File: src/rtl/fir_coeff_packer.sv
// fir_coeff_packer
//   Collects NB_TAPS coefficients, one per beat, from a narrow stream. It
//   emits them as one packed beat on the wide h stream. The packed vector is
//   held until the downstream datapath accepts it.
//
//   Build option: FIR_COEFF_PACKER_REVERSE_EN
//     undefined : first coefficient received lands in h_data[DATA_WIDTH-1:0]
//     defined   : first coefficient received lands in the most-significant slice
//
// Ports
//   clk_i, rst_i      clock, asynchronous active-high reset
//   clear_i           synchronous soft clear (discards any partial set)
//   coeff_valid/ready/data/strb   narrow coefficient sink (strb ignored)
//   h_valid/ready/data/strb       packed coefficient source (strb all ones)
//   count_o           coefficients currently buffered
//   busy_o            a set is partially filled or waiting to be sent
//
// state | meaning
// FILL  | accepting coefficients into buf_q, h_valid low
// SEND  | presenting the packed vector, coefficient input stalled

module fir_coeff_packer #(
  parameter int unsigned DATA_WIDTH = 16,
  parameter int unsigned NB_TAPS    = 50,
  localparam int unsigned CNT_WIDTH = $clog2(NB_TAPS+1)
) (
  input  logic                             clk_i,
  input  logic                             rst_i,
  input  logic                             clear_i,
  input  logic                             coeff_valid,
  output logic                             coeff_ready,
  input  logic [DATA_WIDTH-1:0]            coeff_data,
  input  logic [DATA_WIDTH/8-1:0]          coeff_strb,
  output logic                             h_valid,
  input  logic                             h_ready,
  output logic [DATA_WIDTH*NB_TAPS-1:0]    h_data,
  output logic [DATA_WIDTH*NB_TAPS/8-1:0]  h_strb,
  output logic [CNT_WIDTH-1:0]             count_o,
  output logic                             busy_o
);

  typedef enum logic {FILL, SEND} state_t;

  localparam logic [CNT_WIDTH-1:0] LAST_SLOT = CNT_WIDTH'(NB_TAPS-1);

  state_t                          state_q;
  logic [CNT_WIDTH-1:0]            cnt_q;
  logic [DATA_WIDTH*NB_TAPS-1:0]   buf_q;
  logic                            coeff_hs;
  logic                            h_hs;
  logic                            unused_strb;

  // Bit offset of slot k inside the packed vector.
  function automatic int slot_lsb(input int k);
`ifdef FIR_COEFF_PACKER_REVERSE_EN
    return (NB_TAPS - 1 - k) * DATA_WIDTH;
`else
    return k * DATA_WIDTH;
`endif
  endfunction

  // Handshake qualifiers depend only on registered state plus clear/reset,
  // so no combinational path exists from coeff_valid or h_ready.
  assign coeff_ready = (state_q == FILL) && !clear_i && !rst_i;
  assign h_valid     = (state_q == SEND) && !clear_i;
  assign coeff_hs    = coeff_valid && coeff_ready;
  assign h_hs        = h_valid && h_ready;

  assign h_data      = buf_q;
  assign h_strb      = '1;
  assign count_o     = cnt_q;
  assign busy_o      = (cnt_q != '0) || (state_q == SEND);
  assign unused_strb = ^coeff_strb;

  always_ff @(posedge clk_i or posedge rst_i) begin
    if (rst_i) begin
      state_q <= FILL;
      cnt_q   <= '0;
      buf_q   <= '0;
    end else if (clear_i) begin
      state_q <= FILL;
      cnt_q   <= '0;
      buf_q   <= '0;
    end else begin
      case (state_q)
        FILL: begin
          if (coeff_hs) begin
            for (int k = 0; k < int'(NB_TAPS); k++) begin
              if (cnt_q == CNT_WIDTH'(k))
                buf_q[slot_lsb(k) +: DATA_WIDTH] <= coeff_data;
            end
            cnt_q <= cnt_q + CNT_WIDTH'(1);
            if (cnt_q == LAST_SLOT)
              state_q <= SEND;
          end
        end
        SEND: begin
          // buf_q keeps its contents; h_valid is low in FILL so stale data
          // is never presented.
          if (h_hs) begin
            state_q <= FILL;
            cnt_q   <= '0;
          end
        end
        default: begin
          state_q <= FILL;
          cnt_q   <= '0;
        end
      endcase
    end
  end

endmodule

File: config.mk
export PLATFORM = sky130hd
export DESIGN_NAME = fir_coeff_packer
export DESIGN_NICKNAME = d
export VERILOG_FILES = /design/src/rtl/fir_coeff_packer.sv
export SDC_FILE = /design/constraint.sdc
export NUM_CORES = 1
export LEC_CHECK = 0
export ABC_AREA = 0
export BUFFER_PORTS_ARGS = -buffer_cell sky130_fd_sc_hd__buf_2
export CAP_MARGIN = 10
export CORE_AREA = 2 2 367 369
export CTS_CLUSTER_DIAMETER = 60
export CTS_CLUSTER_SIZE = 25
export DETAILED_ROUTE_END_ITERATION = 12
export DIE_AREA = 0 0 369 371
export PLACE_DENSITY = 0.59
export SKIP_CTS_REPAIR_TIMING = 1
export SLEW_MARGIN = 15
export SYNTH_ARGS = -nofsm -noshare
export SYNTH_HDL_FRONTEND = slang
export SYNTH_SLANG_ARGS = --single-unit
File: constraint.sdc
create_clock -name clk_i -period 29.9 [get_ports clk_i]
set_clock_uncertainty 0.2 [all_clocks]
set_input_delay 1.495 -clock clk_i [delete_from_list [all_inputs] [get_ports clk_i]]
set_output_delay 1.495 -clock clk_i [all_outputs]
set_load 0.1 [all_outputs]
# Word level (Yosys, flattened, before mapping)

Index checks and enable logic that the tools add are counted.

Bits in registers: 807
Bits of input ports: 23

Add/subtract/negate cells: 1
Equality and inequality tests: 52
Mux-type cells: 62
Bitwise gates (word level): 1
Reductions and logical operators: 112

Operators by type and width:

| operator                                               | number |
|---|---|
| two-way mux 800 bit                                    | 3 |
| two-way mux 16 bit                                     | 50 |
| AND reduction 3 bit                                    | 50 |
| == test 6 bit (second input constant)                  | 18 |
| nonzero test 2 bit                                     | 51 |
| == test 6 x 5 -> 1 bit (second input constant)         | 16 |
| == test 6 x 4 -> 1 bit (second input constant)         | 8 |
| == test 6 x 3 -> 1 bit (second input constant)         | 4 |
| two-way mux 6 bit                                      | 3 |
| == test 6 x 2 -> 1 bit (second input constant)         | 2 |
| one-hot mux 6 bit (2 select lines)                     | 1 |
| adder 6 x 1 -> 6 bit (second input constant)           | 1 |
| == test 6 x 1 -> 1 bit (second input constant)         | 1 |
| zero test 6 bit                                        | 1 |
| nonzero test 6 bit                                     | 1 |
| logical AND 1 bit                                      | 5 |
| two-way mux 1 bit                                      | 4 |
| inequality test 3 x 2 -> 1 bit (second input constant) | 1 |
| inequality test 3 bit (second input constant)          | 1 |
| zero test 1 bit                                        | 2 |
| inequality test 2 bit (second input constant)          | 1 |
| one-hot mux 1 bit (2 select lines)                     | 1 |
| AND reduction 2 bit                                    | 1 |
| logical OR 1 bit                                       | 1 |
| NOT 1 bit                                              | 1 |

# Logic depth before layout (Yosys ltp)

Gate-level depths: netlist of run 1.

Depth in word-level cells: 7
Mapped depth: 8
Gate-level depth less buffers: 5

# Least setup slack after synthesis of run 1

Ideal clock, no wire load.

Path type: input-to-output
Start: input clear_i
End: output coeff_ready
Data arrival time: 3.918 ns
Setup slack: 24.287 ns
Stages on the path: 3
Cells stage by stage: clkbuf_1 clkbuf_1 nor3_1

Longest elaborated chain between the ends: 3

Ends and longest elaborated chain:

| item                           | RTL line | RTL |
|---|---|---|
| start, declared                | 29       | `input logic clear_i,` |
| zero test 1 bit                | 64       | `assign coeff_ready = (state_q == FILL) && !clear_i && !rst_i;` |
| logical AND 1 bit (2 in a row) | 64       |  |
| end, declared                  | 31       | `output logic coeff_ready,` |

Every way passes these cells.

==> results by group, run 1 <==
Placed design
  – Buffers on Ports: 829
  – Detailed placement HPWL: 80000 µm
  – Final Wtd Congestion: approximately 0.75
  – Post-Place Cells: between 5000 and 6000

Power
  – Seq pwr share: 45.0%
  – Net switching power: between 600 and 700 µW
  – Gate power share: 7.8%
  – Sw Share: 27.7%
  – Power Internal: ~1800 µW
  – Total chip power: roughly 2400 µW
  – Power Density: between 50 and 60 mW/mm²
  – IR drop worst, VDD: between 0.03 and 0.04 mV
  – Lkg Pwr: approximately 0.028 µW
  – Clock share of power: 47.2%

Floorplanning
  – Die Y: 371 µm
  – CORE AREA: around 0.13 mm²
  – Die Area: 0.137 mm²
  – Rows: about 130
  – Overall die width: approximately 370 µm
  – Starting Density: between 20% and 30%
  – I/O pins: 932

Synthesis
  – Post-synth EDFFs: 0
  – Xor-xnor portion of the synthesized cell area: 0%
  – Post-Syn Instances: approximately 2900
  – Mean Syn Cell Area: around 13 µm²
  – Syn Std Cell Area: 0.0367 mm²
  – Commonest register cell after synthesis: dfrtp_1
  – Sequential cell area fraction in the yosys report: a little under three fifths
  – Asr flop ratio synth: 100%
  – Synth Area in Compound Gates: less than 1%
  – Yosys warning count: 0
  – Mux share of post-synthesis cell area: between 20% and 30%
  – Largest family of logic cells by synthesized area: multiplexers
  – #FFs+latches synth: between 800 and 900
  – Yosys cell types: 44
  – Adder-cell share of the synthesized area: less than 1%
  – Post-Synth Simple-Gate Area: approximately 17%

Global routing
  – Initial antenna violation count: 6
  – Remaining Overflow, GRT: 0
  – Largest net degree at the start of global routing: approximately 280
  – First-pass GRT wire length: between 150000 and 200000 µm
  – Total track usage: between 10% and 20%
  – Vias in the first global route: 24400

Detailed routing
  – Routed vias/inst: 4.43
  – Initial DRC count: 1651
  – Wire length per cell: roughly 24 µm
  – DRT Pass-1 Iters: 6
  – Routed WL: between 100000 and 150000 µm
  – Remaining antenna violation count after routing: 0
  – DR vias: about 24000
  – Post-route DRC: 0

STA
  – Max Clk Rate: between 150 and 200 MHz
  – Minimum clock period: around 6 ns
  – Setup-failing EPs final: 0
  – Hold Slack: 0.326 ns
  – Worst relative slew slack: ~17%
  – RSZ-0062 raised after global routing: false
  – Worst-Margin Slew: between 1 and 1.5 ns
  – Final slew viol count: 0
  – Final hold vios: 0
  – Fin crit share: 20.2%
  – Setup TNS: 0 ns

Setup path
  – R2R setup slack: about 27 ns
  – Critical path class: input port to async pin
  – Reg2reg start: state_q
  – Worst setup EP type: async pin
  – Maximum fanout along the worst path: approximately 120
  – CP Data Required Time: 30.37 ns
  – Critical path launch point type: input port
  – Critical Path AT: roughly 6.5 ns
  – R2r worst-path depth: 4
  – Worst reg2reg path endpoint: h_data[99]
  – Critical Path Start: rst_i

Final layout
  – Commonest non-fill, non-tap cell in the layout: buf_2
  – Commonest non-fill, non-tap cells in the layout: buf_2, dfrtp_1, mux2i_1
  – Final nets: 3618
  – Final Util: 33.7%
  – Fin cells: 5426
  – Synthesis-to-finish area growth: 22.1%
  – Fraction of layout cells with a size suffix above 1: ~30%

CTS
  – CTS tree: done
  – H-tree levels: 3
  – TritonCTS Sinks: 807
  – Clk Latency, worst-skew pair: about 0.70 ns
  – CTS max path bufs: 3
  – Clk slew on worst S/H paths: about 0.07 ns
  – Cts bufs inserted: just over 80
  – CTS root buf: clkbuf_16

Min path
  – Worst hold path class: flop to flop
  – Hold path cells: 1
  – Hold path startpoint: count_o[2]
  – Hold endpoint: count_o[2]

Run
  – Max Cap Viol: 0

Status
  – Status: finished clean
[area by class of cell]
class | count | area [µm²]
flip-flops and latches | 807 | 20200
inverters | 5 | 26.3
clock buffers | 88 | 2090
multi-input cells | 1830 | 14900
diodes | 1 | 2.50
well taps | 1768 | 2210
repair buffers | 865 | 4440
clock inverters | 62 | 900
fillers | 13400 | 88000
[metal layers]
layer | GRT usage (%) | up-vias | wire (µm)
met5 | 0 | - | 11
met4 | 6.02 | 2 | 3460
met3 | 4.60 | 153 | 8220
met2 | 28.6 | 791 | 59200
met1 | 24.5 | 12300 | 57400
li1 | - | 10700 | -
[how the worst max path moves through the flow]
stage	to	depth (start not counted)
floorplan	count_o[0]	2
global placement	h_data[18]	7
detailed placement	h_data[546]	7
CTS	h_data[101]	7
global route	h_data[549]	7
finish	h_data[619]	7
[critical path, cell delays in order]
cell and delay (ns):
buf_2 0.22, inv_8 0.50, buf_4 0.78, buf_4 0.69
buf_4 0.75, buf_4 0.87, buf_4 0.91
[power groups by stage]
stage,clock network [µW],logic [µW],registers (µW)
2_1_floorplan,0,136,1130
6_report,1150,189,1090
5_1_grt,1220,199,1090
4_1_cts,1180,193,1090
3_5_place_dp,0,193,1120
3_3_place_gp,0,193,1120
[synthesized netlist by cell type (2+ instances only)]
master,instances,area share [%]
and4bb_2,2,0.068
a211o_1,2,0.048
nand2_2,4,0.068
and3_1,2,0.034
nor3_1,3,0.041
mux2i_1,802,22
buf_2,15,0.20
inv_1,5,0.051
nand2b_1,817,14
nand3_2,5,0.14
nor2b_1,2,0.034
ha_1,5,0.17
buf_6,41,1.3
nor4_4,2,0.12
nor4bb_1,4,0.11
nand3_4,6,0.29
nand4_4,6,0.35
a31oi_1,2,0.034
o21ai_0,2,0.027
buf_1,3,0.031
nand2_4,27,0.83
nor2_1,3,0.031
nand3_1,6,0.082
nand2_1,6,0.061
clkbuf_1,186,1.9
a21oi_1,2,0.027
dfrtp_1,807,55
buf_4,115,2.4
and4b_1,2,0.055
nor4b_4,5,0.32
[state kept, by name, summed over array words and instances (netlist names)]
register  cells
state_q       1
count_o       6
h_data      800
[cells by family (layout without fill, tap and decap cells)]
| logic type | after synthesis | in the layout |
|---|---|---|
| flip-flops | 807 | 807 |
| AO/OA/AOI/OAI | 10 | 10 |
| adder cells (fa/ha/maj) | 5 | 5 |
| multiplexers | 802 | 802 |
| other | 1 | 101 |
| buffers and inverters | 365 | 1020 |
| AND/OR/NAND/NOR | 913 | 913 |
[through the flow]
step	setup slack [ns]	instance area [µm²]
floorplan	5.24	37000
global placement	22.77	41800
detailed placement	22.71	41800
CTS	23.51	44800
global route	23.03	44800
finish	23.87	44800
Note: power is estimated with default switching activity, not from simulation.
==> run 2: changes to the inputs <==
- ABC_AREA: 0 -> 1
- CORE_AREA: 2 2 367 369 -> 2 2 361 363
- DIE_AREA: 0 0 369 371 -> 0 0 363 365
- PLACE_DENSITY: 0.59 -> 0.6
- clock period: 29.9 -> 4.9 ns (I/O delays scaled with it)
==> run 2 against run 1 <==
  * First-iteration DRC count increased by 73%
  * Area after synthesis decreased by 7.5%
  * Total power grew to 9.4 times the previous value
  * Via count rose by 21%
  * Largest cell class unchanged
  * Combinational power increased to 44 times the previous value
  * Cell area is 6.4% lower
  * Global-route usage is 1.5 points higher
==> results by group, run 2 <==
Final layout
  – Commonest non-fill, non-tap cell in the layout: nand2_1
  – Final nets: 4500 (+24%)
  – Max reg flops: 800 (unchanged)
  – Commonest non-fill, non-tap cells in the layout: nand2_1, buf_2, dfrtp_1
  – Fraction of layout cells with a size suffix above 1: 25.7% (-4.3 points)
  – Synthesis-to-finish area growth: 23.6%

Detailed routing
  – Routed WL: 137000 µm (+6.5%)
  – Post-route DRC: 0 (unchanged)
  – Wire length per cell: 22.0 µm (-7.0%)
  – Routed vias/inst: 4.68 (+5.8%)
  – Initial DRC count: 2863 (+73%)
  – DR vias: 29100 (+21%)
  – DRT Pass-1 Iters: 6 (unchanged)
  – Remaining antenna violation count after routing: 0 (unchanged)

Global routing
  – Largest net degree at the start of global routing: 159 (-43%)
  – Remaining Overflow, GRT: 0 (unchanged)
  – Initial antenna violation count: 4 (-2)
  – Vias in the first global route: 27000 (+10%)
  – First-pass GRT wire length: 192000 µm (+5.5%)
  – Total track usage: 19.7% (+1.5 points)

Synthesis
  – Sequential cell area fraction in the yosys report: 59.6% (+4.5 points)
  – Top-count cell post-synth: nand2_1
  – Synth Area in Compound Gates: 2.58% (+2.4 points)
  – Synth top area share: 59.6% (+4.5 points)
  – Post-Synth Simple-Gate Area: 30.4% (+14 points)
  – Yosys cell types: 28 (-36%)
  – Top cells by area, synth: dfrtp_1, nand2_1, nand3_1, buf_2, buf_4
  – Adder-cell share of the synthesized area: 0.185% (+0.014 points)
  – Mux share of post-synthesis cell area: 0% (-22 points)
  – Post-synth top cells: nand2_1, dfrtp_1, nand3_1, buf_2, buf_4
  – Asr flop ratio synth: 100% (unchanged)
  – Yosys warning count: 0 (unchanged)
  – Area leader, netlist: dfrtp_1
  – #FFs+latches synth: 807 (unchanged)
  – Xor-xnor portion of the synthesized cell area: 0% (unchanged)
  – Commonest register cell after synthesis: dfrtp_1
  – Syn Std Cell Area: 0.0339 mm² (-7.5%)
  – Mean Syn Cell Area: 9.00 µm² (-29%)
  – Post-Syn Instances: 3767 (+30%)
  – Largest family of logic cells by synthesized area: simple AND/OR/NAND/NOR gates
  – Post-synth EDFFs: 0 (unchanged)

Setup path
  – Worst path bufs/invs: 4 (-3)
  – Cell-by-cell trace of the critical path: dlygate4sd3_1, buf_2, inv_6, buf_4, o21ai_4, nand2_2, nand2_1, nand2_1
  – Critical path class: input port to flop
  – Worst setup EP type: flop
  – Worst path top cell family by delay: buffers and inverters
  – Crit path top cell by count: nand2_1
  – Slowest-stage cell, CP: buf_4
  – Critical path launch point type: input port
  – CP Data Required Time: 5.31 ns (-25.06 ns)
  – Max stage delay on crit path: 0.78 ns (-0.13 ns)
  – Critical Path AT: 3.67 ns (-2.84 ns)
  – Maximum fanout along the worst path: 45 (-62%)

Run
  – Max Cap Viol: 0 (unchanged)

Floorplanning
  – Die Area: 0.132 mm² (-3.2%)
  – I/O pins: 932 (unchanged)
  – CORE AREA: 0.129 mm² (-3.1%)
  – Rows: 132 (-1.5%)
  – Die Y: 365 µm (-1.6%)
  – Overall die width: 363 µm (-1.6%)
  – Starting Density: 26.4% (-1.3 points)

STA
  – Max Clk Rate: 307 MHz
  – Final hold vios: 0 (unchanged)
  – RSZ-0062 raised after global routing: false
  – Setup TNS: 0 ns (unchanged)
  – Fin crit share: 66.5%
  – Worst relative slew slack: 21.9% (+4.7 points)
  – Final slew viol count: 0 (unchanged)
  – Setup-failing EPs final: 0 (unchanged)
  – Minimum clock period: between 3 and 4 ns
  – Worst-Margin Slew: 1.17 ns (-0.0706 ns)
  – Fin worst setup slack: 1.64 ns (-22.23 ns)

CTS
  – CTS root buf: clkbuf_16
  – Cts bufs inserted: 79 (-2.5%)
  – TritonCTS Sinks: 807 (unchanged)
  – CTS tree: done
  – Clk Latency, worst-skew pair: 0.69 ns (about the same)
  – Clk slew on worst S/H paths: 0.07 ns (about the same)
  – CTS max path bufs: 3 (unchanged)
  – H-tree levels: 3 (unchanged)

Placed design
  – Setup WS pre-CTS: 1.62 ns (-21.08 ns)
  – Buffers on Ports: 829 (unchanged)
  – Detailed placement HPWL: 89100 µm (+11%)
  – Final Wtd Congestion: 0.798 (+5.9%)

Power
  – Lkg Pwr: 0.0238 µW (-14%)
  – Power Density: 547 mW/mm² (+910%)
  – IR drop worst, VDD: 0.375 mV (+940%)

Status
  – Status: finished clean

Min path
  – Worst hold path class: input port to flop
[run 2: path summary, 6_finish.rpt]
check                       startpoint           to  slack [ns]  cells past startpoint
min reg2reg                h_data[645]  h_data[645]        0.26                      2
max in group asynchronous        rst_i   h_data[89]        2.31                      6
min in group asynchronous        rst_i   count_o[5]        0.19                      4
min                        coeff_valid   count_o[3]        0.07                      5
max                            clear_i   h_data[36]        1.64                      8
max reg2reg                 count_o[0]   h_data[36]        1.77                      7
[run 2: cell type report]
type                            instances  area, µm²
Antenna cell                            1       2.50
Sequential cell                       807      20200
Multi-Input combinational cell       2643      11600
Clock inverter                         56        762
Clock buffer                           89       2070
Fill cell                           13500      86800
Tap cell                             1675       2100
Timing Repair Buffer                  908       4960
Inverter                               33        151
[run 2: power breakdown]
group          switching [µW]  internal (µW)  total (µW)
clock                    3160           3560        6720
sequential                406           7370        7780
combinational            7510            905        8410
total                   11100          11800       22900
[run 2: metrics by stage]
| step | util [%] | area (µm²) | total power, µW | hold slack [ns] | instances |
|---|---|---|---|---|---|
| after floorplan | - | 34300 | 14800 | 0.218 | 3866 |
| final | 32.6 | 41900 | 22900 | 0.0683 | 6212 |
| after CTS | 32.4 | 41700 | 23100 | -0.365 | 6192 |
| after global placement | 30.2 | 38900 | 16300 | 0.248 | 6047 |
| after detailed placement | 30.2 | 38900 | 16300 | 0.253 | 6047 |
| after global routing | 32.6 | 41900 | 23600 | 0.0591 | 6211 |
[run 2: tightest hold or removal path, cell delays in order]
cell	delay, ns
buf_2	0.12
inv_1	0.05
o211ai_1	0.07
nand2_1	0.30
o21ai_0	0.12
[run 2: per-layer routing]
layer	vias up	share of wire, %	track usage, %
met1	14300	40	25.0
met5	-	0	0
li1	13300	-	-
met4	0	3.3	7.35
met3	229	9.5	5.87
met2	1312	47	31.6
[run 2: kinds of logic after synthesis]
logic type	Yosys count
DFF	807
other	1
AOI/OAI and AO/OA	103
adders and majority gates	5
buffers and inverters	416
and+or+nand+nor	2435
